===== src/rtl/plru_array.sv =====
// Per-set tree pseudo-LRU state with invalid-way preference, registered victim
// output, same-set touch bypass and a one-set-per-cycle flush sweep.
module plru_array #(
    parameter  int SETS  = 4,
    parameter  int WAYS  = 4,
    localparam int IDX_W = $clog2(SETS),
    localparam int WAY_W = $clog2(WAYS)
) (
    input  logic             clk_i,
    input  logic             rst_ni,
    input  logic             lkp_en_i,
    input  logic [IDX_W-1:0] lkp_idx_i,
    input  logic [WAYS-1:0]  lkp_way_vld_i,
    output logic             victim_vld_o,
    output logic [WAY_W-1:0] victim_way_o,
    input  logic             touch_en_i,
    input  logic [IDX_W-1:0] touch_idx_i,
    input  logic [WAY_W-1:0] touch_way_i,
    input  logic             flush_i,
    output logic             flush_busy_o
);
    typedef enum logic {IDLE, FLUSH} state_t;

    state_t                     state_q, state_d;
    logic [IDX_W-1:0]           ptr_q, ptr_d;
    logic [SETS-1:0][WAYS-2:0]  tree_q, tree_d;
    logic                       victim_vld_q;
    logic [WAY_W-1:0]           victim_way_q, victim_way_d;
    logic [WAYS-2:0]            touched, lkp_tree;

    // Walk w's path from the root, making each node point to the other half.
    function automatic logic [WAYS-2:0] tree_touch(input logic [WAYS-2:0] t,
                                                   input logic [WAY_W-1:0] w);
        logic [WAYS-2:0] r;
        int n;
        r = t;
        n = 0;
        for (int l = 0; l < WAY_W; l++) begin
            r[n] = ~w[WAY_W-1-l];
            n    = 2 * n + 1 + (w[WAY_W-1-l] ? 1 : 0);
        end
        return r;
    endfunction

    function automatic logic [WAY_W-1:0] tree_victim(input logic [WAYS-2:0] t);
        logic [WAY_W-1:0] v;
        int n;
        v = '0;
        n = 0;
        for (int l = 0; l < WAY_W; l++) begin
            v[WAY_W-1-l] = t[n];
            n = 2 * n + 1 + (t[n] ? 1 : 0);
        end
        return v;
    endfunction

    assign touched  = tree_touch(tree_q[touch_idx_i], touch_way_i);
    assign lkp_tree = (state_q == IDLE && touch_en_i && lkp_en_i && touch_idx_i == lkp_idx_i)
                      ? touched : tree_q[lkp_idx_i];

    always_comb begin
        victim_way_d = victim_way_q;
        if (lkp_en_i) begin
            victim_way_d = tree_victim(lkp_tree);
            // Scan downwards so the lowest invalid way wins.
            for (int w = WAYS - 1; w >= 0; w--)
                if (!lkp_way_vld_i[w]) victim_way_d = WAY_W'(w);
        end
    end

    always_comb begin
        state_d = state_q;
        ptr_d   = ptr_q;
        tree_d  = tree_q;
        case (state_q)
            IDLE: begin
                if (touch_en_i) tree_d[touch_idx_i] = touched;
                if (flush_i) begin
                    state_d = FLUSH;
                    ptr_d   = '0;
                end
            end
            FLUSH: begin
                tree_d[ptr_q] = '0;
                ptr_d         = ptr_q + 1'b1;
                if (ptr_q == IDX_W'(SETS - 1)) state_d = IDLE;
            end
            default: state_d = IDLE;
        endcase
    end

    always_ff @(posedge clk_i or negedge rst_ni) begin
        if (!rst_ni) begin
            state_q      <= IDLE;
            ptr_q        <= '0;
            tree_q       <= '0;
            victim_vld_q <= 1'b0;
            victim_way_q <= '0;
        end else begin
            state_q      <= state_d;
            ptr_q        <= ptr_d;
            tree_q       <= tree_d;
            victim_vld_q <= lkp_en_i;
            victim_way_q <= victim_way_d;
        end
    end

    assign victim_vld_o = victim_vld_q;
    assign victim_way_o = victim_way_q;
    assign flush_busy_o = (state_q == FLUSH);
endmodule


===== config.mk =====
export PLATFORM = sky130hd
export DESIGN_NAME = plru_array
export DESIGN_NICKNAME = d
export VERILOG_FILES = /design/src/rtl/plru_array.sv
export SDC_FILE = /design/constraint.sdc
export NUM_CORES = 1
export LEC_CHECK = 0
export CAP_MARGIN = 20
export CORE_MARGIN = 2
export CORE_UTILIZATION = 30
export DETAILED_ROUTE_END_ITERATION = 6
export GPL_TIMING_DRIVEN = 0
export REMOVE_ABC_BUFFERS = 1
export SYNTH_ARGS = -nofsm -noshare
export SYNTH_HDL_FRONTEND = slang
export SYNTH_SLANG_ARGS = --single-unit

===== constraint.sdc =====
create_clock -name clk_i -period 1.74 [get_ports clk_i]
set_clock_uncertainty 0.15 [all_clocks]
set_input_delay 0.261 -clock clk_i [delete_from_list [all_inputs] [get_ports clk_i]]
set_output_delay 0.261 -clock clk_i [all_outputs]
set_load 0.01 [all_outputs]

==> parameters.txt, run 1 <==
Parameter                              Value

Layout
  Total Nets Final    145
  Footprint of the multi-input gates    572 um^2
  Number of antenna cells inserted    0
  Synthesis-to-layout area growth    25.2%
  Sequential cell area    452 um^2
  # fillers    364
  Share of final-layout standard cells stronger than drive strength 1    11.3%

Synth
  Cells after Synth    104
  Post-synth top flop    dfrtp_1
  Largest area contributor in the synthesized netlist    dfrtp_1
  Number of storage elements in the synthesis netlist    18
  Most used standard cell by instance count after synthesis    dfrtp_1
  Warning count from the yosys run    0
  Count of distinct cell types in the synthesized netlist    32
  Leading post-synthesis cells by instance count    18 x dfrtp_1, 14 x nand3_1, 12 x o21ai_0, 7 x mux2i_1
  Top cells by area in the synthesized netlist    dfrtp_1 42%, mux4_1 7.4%, mux2i_1 6.6%, nand3_1 6.6%, o21ai_0 5.7%
  Share of synthesized area occupied by flip-flops and latches    42.5%
  Netlist Area Pre-Place    0.00106 mm^2
  EDFF count, synth    0
  Fraction of synthesized cell area taken by the top area cell type    42.5%
  Average footprint of a synthesized cell    10.2 um^2
  Async SR Flop Fraction    100%

Placed design
  Buffers added on ports    18
  Final HPWL DP    1720 um
  Placement Setup Slack    -497 ps
  Weighted congestion at the end of routability-driven global placement    0.849

Drt
  Total wirelength of the detailed-routed design    2250 um
  Number of nets still failing antenna checks after routing    0
  Detailed Route Iter0 Violations    50
  WL/cell    13.2 um
  Initial DRT Pass Iterations    4
  Detail-routed via count per cell    4.99
  DR DRC count    0
  Vias    849

Floorplanning
  Core Footprint    0.00336 mm^2
  Initial core utilization    31.5%
  IO Count    19
  Full die area    0.00403 mm^2
  Die W    63.5 um
  Number of placement rows    21
  Vertical extent of the die    63.5 um

Setup path
  Reg-to-reg slack, setup    80 ps
  Origin of the critical flop-to-flop path    tree_q[9]$_DFFE_PN0P_
  Critical path required time    1810 ps
  Cell count of the worst reg-to-reg path    4
  Worst reg2reg path endpoint    victim_way_o[0]$_DFFE_PN0P_
  Endpoint class of the critical path    register
  Crit path DAT    1750 ps
  Setup CP Type    in -> reg
  Worst Setup Start Kind    input port
  Highest fanout seen on the critical path    4

Timing
  Transition at the pin with the smallest max-transition slack    799 ps
  Minimum setup slack in the final design    64.5 ps
  Final critical-path share of the clock period    96.3%
  Setup repair after global routing missed its margin    no
  Total count of max-transition violations in the final report    0
  Worst hold slack    208 ps
  Final period demand of the worst path    1680 ps
  Normalized max-slew margin    46.6%
  Final Hold Fails    0
  Final setup violation count    0
  Post-Route Setup TNS    0 ps
  Fmax    597 MHz

Pwr
  IR drop worst, VDD    0.391 mV
  Internal power component    0.850 mW
  Switching portion of total power    34.9%
  Switching component of the power    0.456 mW
  Relative contribution of sequential cells to total power    47.2%
  Pwr dens    983 mW/mm^2
  Clock power share    15.2%
  Leakage power    0.595 nW
  Comb pwr share    37.6%

Clock network
  Maximum count of clock buffers along a single path    2
  Root buffer cell    clkbuf_4
  H-tree Lvls    1
  Worst skew pair latency    290 ps
  CTS Buf Count    3
  Number of clock sinks    18
  TritonCTS clock tree    done
  Clock-pin slew reported for the worst setup and hold paths after clock tree synthesis    100 ps
  Post-CTS Hold Buffers    0

Global route
  Global-route wire length before repair    3950 um
  Initial antenna violation count    0
  Global-route usage over all layers    12.6%
  Final global-route overflow total    0
  Number of global-route vias before repair    858
  Maximum number of pins on one net before global-route repair    19

Min path
  Hold endpoint    victim_vld_o$_DFF_PN0_
  Kind of path behind the tightest hold check    in -> reg
  Depth of the worst hold-timing path    1
  Worst min-delay path startpoint    lkp_en_i

Status
  Outcome    complete, no violations

Run
  Maxcap violations    0
==> layout by cell type (no fill, tap or decap), drive strengths merged, types with 2 or more instances in the layout <==
| cell | n |
|---|---|
| mux2i | 7 |
| dlygate4sd2 | 4 |
| ha | 4 |
| buf | 3 |
| nand3b | 4 |
| o31ai | 2 |
| mux4 | 3 |
| o22ai | 2 |
| clkdlybuf4s50 | 12 |
| a21oi | 2 |
| clkbuf | 3 |
| nand2 | 6 |
| nand3 | 14 |
| dfrtp | 18 |
| nor2 | 3 |
| inv | 6 |
| dlymetal6s2s | 2 |
| o21ai | 13 |
| xor2 | 2 |
==> what timing repair did <==
item / CTS / global route
endpoints found under the setup margin: 10 / 9
setup buffers: 3 / 0
endpoints found under the hold margin: 0 / 0
resized for setup: 6 / 6
==> cell type report <==
cell class	instances	area share [%]
clock buffer	3	1.69
inverter	6	1.69
timing repair buffer	21	15.3
multi-input combinational	76	43.0
sequential	18	34.0
tap	46	4.33
==> layer usage <==
metal	up-vias	track usage, %	wire length [um]
met1	409	16.2	1060
li1	424	-	-
met4	0	5.71	20
met5	-	0	0
met3	2	2.68	102
met2	14	20.3	1060
==> power groups by stage <==
stage / Sequential (mW) / Combinational, mW / Clock [mW]
after floorplan: 0.609 / 0.280 / 0
after global placement: 0.625 / 0.424 / 0
after detailed placement: 0.633 / 0.436 / 0
after CTS: 0.612 / 0.492 / 0.208
after global routing: 0.633 / 0.558 / 0.226
final: 0.617 / 0.490 / 0.199
==> worst max-delay path by stage <==
stage,from,end,slack (ps),depth (start not counted)
after global placement,lkp_idx_i[0],victim_way_o[0]$_DFFE_PN0P_,-510,5
after floorplan,flush_busy_o$_DFF_PN0_,tree_q[1]$_DFFE_PN0P_,60,4
after detailed placement,lkp_idx_i[0],victim_way_o[0]$_DFFE_PN0P_,-500,5
after global routing,flush_busy_o$_DFF_PN0_,victim_way_o[0]$_DFFE_PN0P_,5,4
after CTS,touch_way_i[1],tree_q[8]$_DFFE_PN0P_,20,5
final,lkp_idx_i[1],victim_way_o[1]$_DFFE_PN0P_,60,5
==> sequential cells by signal, summed over array words and instances (netlist names) <==
name,flops
tree_q,12
ptr_q,2
victim_way_o,2
flush_busy_o,1
victim_vld_o,1
==> through the flow <==
| stage | utilization, % | instances | instance area, um^2 | total power, mW |
|---|---|---|---|---|
| 2_1_floorplan | - | 100 | 1030 | 0.889 |
| 4_1_cts | 39.0 | 170 | 1310 | 1.31 |
| 3_5_place_dp | 37.7 | 164 | 1270 | 1.07 |
| 5_1_grt | 39.5 | 170 | 1330 | 1.42 |
| 6_report | 39.5 | 170 | 1330 | 1.31 |
| 3_3_place_gp | 37.7 | 164 | 1270 | 1.05 |
==> worst max-delay path: stages <==
cell	delay (ps)
clkdlybuf4s50_1	500
xor2_1	200
or4_1	480
a41o_1	250
o21ai_2	60
==> cells by family (layout without fill, tap and decap cells) <==
family                     Yosys count  in the layout  share of synthesized area, %
adders and majority gates            4              4                          4.72
buffers and inverters               10             30                          4.95
xor gates and xnor gates             2              2                          1.65
AOI/OAI and AO/OA                   24             24                          13.9
muxes                               10             10                          14.0
and+or+nand+nor                     36             36                          18.3
DFF                                 18             18                          42.5
No activity file was read; power rests on OpenSTA's default activity.
==> run 2: changes to the inputs <==
--- a/config.mk
+++ b/config.mk
@@ -14,3 +14,4 @@
 export SYNTH_ARGS = -nofsm -noshare
 export SYNTH_HDL_FRONTEND = slang
 export SYNTH_SLANG_ARGS = --single-unit
+export TNS_END_PERCENT = 30
==> results of run 2 <==
No change in the layout: final DEF, timing and power equal those of run 1.
==> run 3: changes to the inputs <==
--- a/config.mk
+++ b/config.mk
@@ -6,7 +6,7 @@
 export NUM_CORES = 1
 export LEC_CHECK = 0
 export CAP_MARGIN = 20
-export CORE_MARGIN = 2
+export CORE_MARGIN = 5
 export CORE_UTILIZATION = 30
 export DETAILED_ROUTE_END_ITERATION = 6
 export GPL_TIMING_DRIVEN = 0
==> parameters.txt, run 3 (synthesis gave the netlist of run 1 again) <==
Parameter                              Value

Layout
  Synthesis-to-layout area growth    25.8%
  Number of antenna cells inserted    0
  Sequential cell area    452 um^2
  Share of final-layout standard cells stronger than drive strength 1    11.3%
  Total Nets Final    144
  Footprint of the multi-input gates    569 um^2
  Leading cell types in the layout, fill and taps excluded    17 x dfrtp_1, 14 x nand3_1, 12 x o21ai_0
  Largest register by flop count    tree_q
  Most common cell after layout, fill and taps aside    dfrtp_1
  Final design instance area without fill    0.00134 mm^2
  # fillers    346
  Number of flip-flops under the largest register name    12

Timing
  Final setup violation count    0
  Setup repair after global routing missed its margin    yes
  Normalized max-slew margin    43.9%
  Fmax    599 MHz
  Total count of max-transition violations in the final report    0
  Final critical-path share of the clock period    95.9%
  Final period demand of the worst path    1670 ps
  Post-Route Setup TNS    0 ps
  Final Hold Fails    0
  Transition at the pin with the smallest max-transition slack    838 ps
  Worst hold slack    228 ps

Global route
  Global-route track usage on met3    2.17%
  Final global-route overflow total    0
  Number of global-route vias before repair    878
  Layer with the highest usage    met2
  Global-route usage over all layers    10.3%
  Maximum number of pins on one net before global-route repair    19
  Global-route wire length before repair    4040 um
  Initial antenna violation count    0
  Routing usage on met2    17.3%
  GR Layer Usage met1    12.8%

Pwr
  Leakage power    0.605 nW
  Tot Pwr    1.35 mW
  Pwr dens    1010 mW/mm^2
  IR drop worst, VDD    0.251 mV

Setup path
  Cell count of the worst reg-to-reg path    4
  Buffers and inverters on the worst path    1
  Endpoint class of the critical path    register
  Levels on crit path    5
  Master of the slowest instance on the critical path    clkdlybuf4s50_1
  Worst Setup Start Kind    input port
  Critical path required time    1760 ps
  Crit path DAT    1690 ps
  Cells along the critical path    clkdlybuf4s50_1, nor2b_4, or3b_2, nand3_1, o21ai_0
  Worst reg2reg path endpoint    victim_way_o[0]$_DFFE_PN0P_
  Reg-to-reg slack, setup    90 ps
  Setup CP Type    in -> reg
  Delay of the slowest critical-path stage    520 ps
  Highest fanout seen on the critical path    6
  Top delay family on crit path    simple AND/OR/NAND/NOR gates
  Origin of the critical flop-to-flop path    tree_q[0]$_DFFE_PN0P_

Placed design
  Placed instance area    0.00127 mm^2
  Final HPWL DP    1850 um
  Weighted congestion at the end of routability-driven global placement    0.786
  Buffers added on ports    18

Floorplanning
  Full die area    0.00483 mm^2
  IO Count    19
  Vertical extent of the die    69.5 um
  Die W    69.5 um
  Initial core utilization    31.3%
  Core Footprint    0.00339 mm^2
  Number of placement rows    21

Clock network
  Maximum count of clock buffers along a single path    2
  Root buffer cell    clkbuf_4
  Worst skew pair latency    290 ps
  Clock-pin slew reported for the worst setup and hold paths after clock tree synthesis    110 ps
  CTS Buf Count    3
  Number of clock sinks    18
  H-tree Lvls    1
  TritonCTS clock tree    done
  Post-CTS Hold Buffers    0

Drt
  Vias    864
  Initial DRT Pass Iterations    4
  Detail-routed via count per cell    5.08
  WL/cell    14.6 um
  Number of nets still failing antenna checks after routing    0
  DR DRC count    0
  Total wirelength of the detailed-routed design    2480 um
  Detailed Route Iter0 Violations    29

Min path
  Kind of path behind the tightest hold check    in -> reg
  Worst min-delay path startpoint    lkp_en_i
  Depth of the worst hold-timing path    1
  Hold endpoint    victim_vld_o$_DFF_PN0_

Run
  Maxcap violations    0

Status
  Outcome    complete, no violations
==> run 3: cell count changes in the layout (fill, tap and decap cells not counted) <==
cell             change
clkdlybuf4s50_1      -1
or3b_4               -1
buf_4                -1
clkbuf_8             +1
dlymetal6s2s_1       +1
or3b_2               +1
==> run 3: worst reg2reg max path, cell delays in order, from the launching register on <==
cell     delay (ps)
dfrtp_1         410
mux4_2          490
mux2i_1         150
a31o_2          240
a31oi_1         140
==> run 3: worst max-delay path by stage <==
stage | from | endpoint | slack, ps
after floorplan | flush_busy_o$_DFF_PN0_ | tree_q[1]$_DFFE_PN0P_ | 60
after global placement | lkp_idx_i[0] | victim_way_o[0]$_DFFE_PN0P_ | -480
after detailed placement | lkp_idx_i[0] | victim_way_o[0]$_DFFE_PN0P_ | -520
after CTS | flush_busy_o$_DFF_PN0_ | flush_busy_o | 9
after global routing | tree_q[9]$_DFFE_PN0P_ | victim_way_o[0]$_DFFE_PN0P_ | -10
final | touch_en_i | tree_q[0]$_DFFE_PN0P_ | 70
==> run 3: metrics by stage <==
| stage | cells | setup slack, ps | utilization (%) |
|---|---|---|---|
| 2_1_floorplan | 100 | 55.0 | - |
| 3_3_place_gp | 164 | -483 | 37.4 |
| 3_5_place_dp | 164 | -519 | 37.4 |
| 4_1_cts | 169 | 8.64 | 38.7 |
| 5_1_grt | 170 | -11.8 | 39.4 |
| 6_report | 170 | 71.9 | 39.4 |
==> run 3: layout make-up <==
| cell class | count | share of cell area [%] |
|---|---|---|
| repair buffers | 20 | 14.8 |
| well taps | 46 | 4.31 |
| clock buffers | 4 | 2.72 |
| multi-input cells | 76 | 42.6 |
| flip-flops and latches | 18 | 33.8 |
| inverters | 6 | 1.69 |
==> run 3: what timing repair did <==
action                     in CTS  in global routing
setup endpoints to repair       9                  6
buffers inserted                1                  1
pin swaps                       0                  0
gates resized for setup         6                  6
==> run 3: routing by layer <==
layer	vias up	routed length [um]
met2	21	1200
met3	2	95
met5	-	0
met4	0	27
met1	418	1160
li1	423	-
==> run 3: power breakdown <==
group | switching [mW] | total, mW | internal (mW)
clock | 0.131 | 0.258 | 0.127
combinational | 0.248 | 0.481 | 0.233
sequential | 0.0905 | 0.614 | 0.524
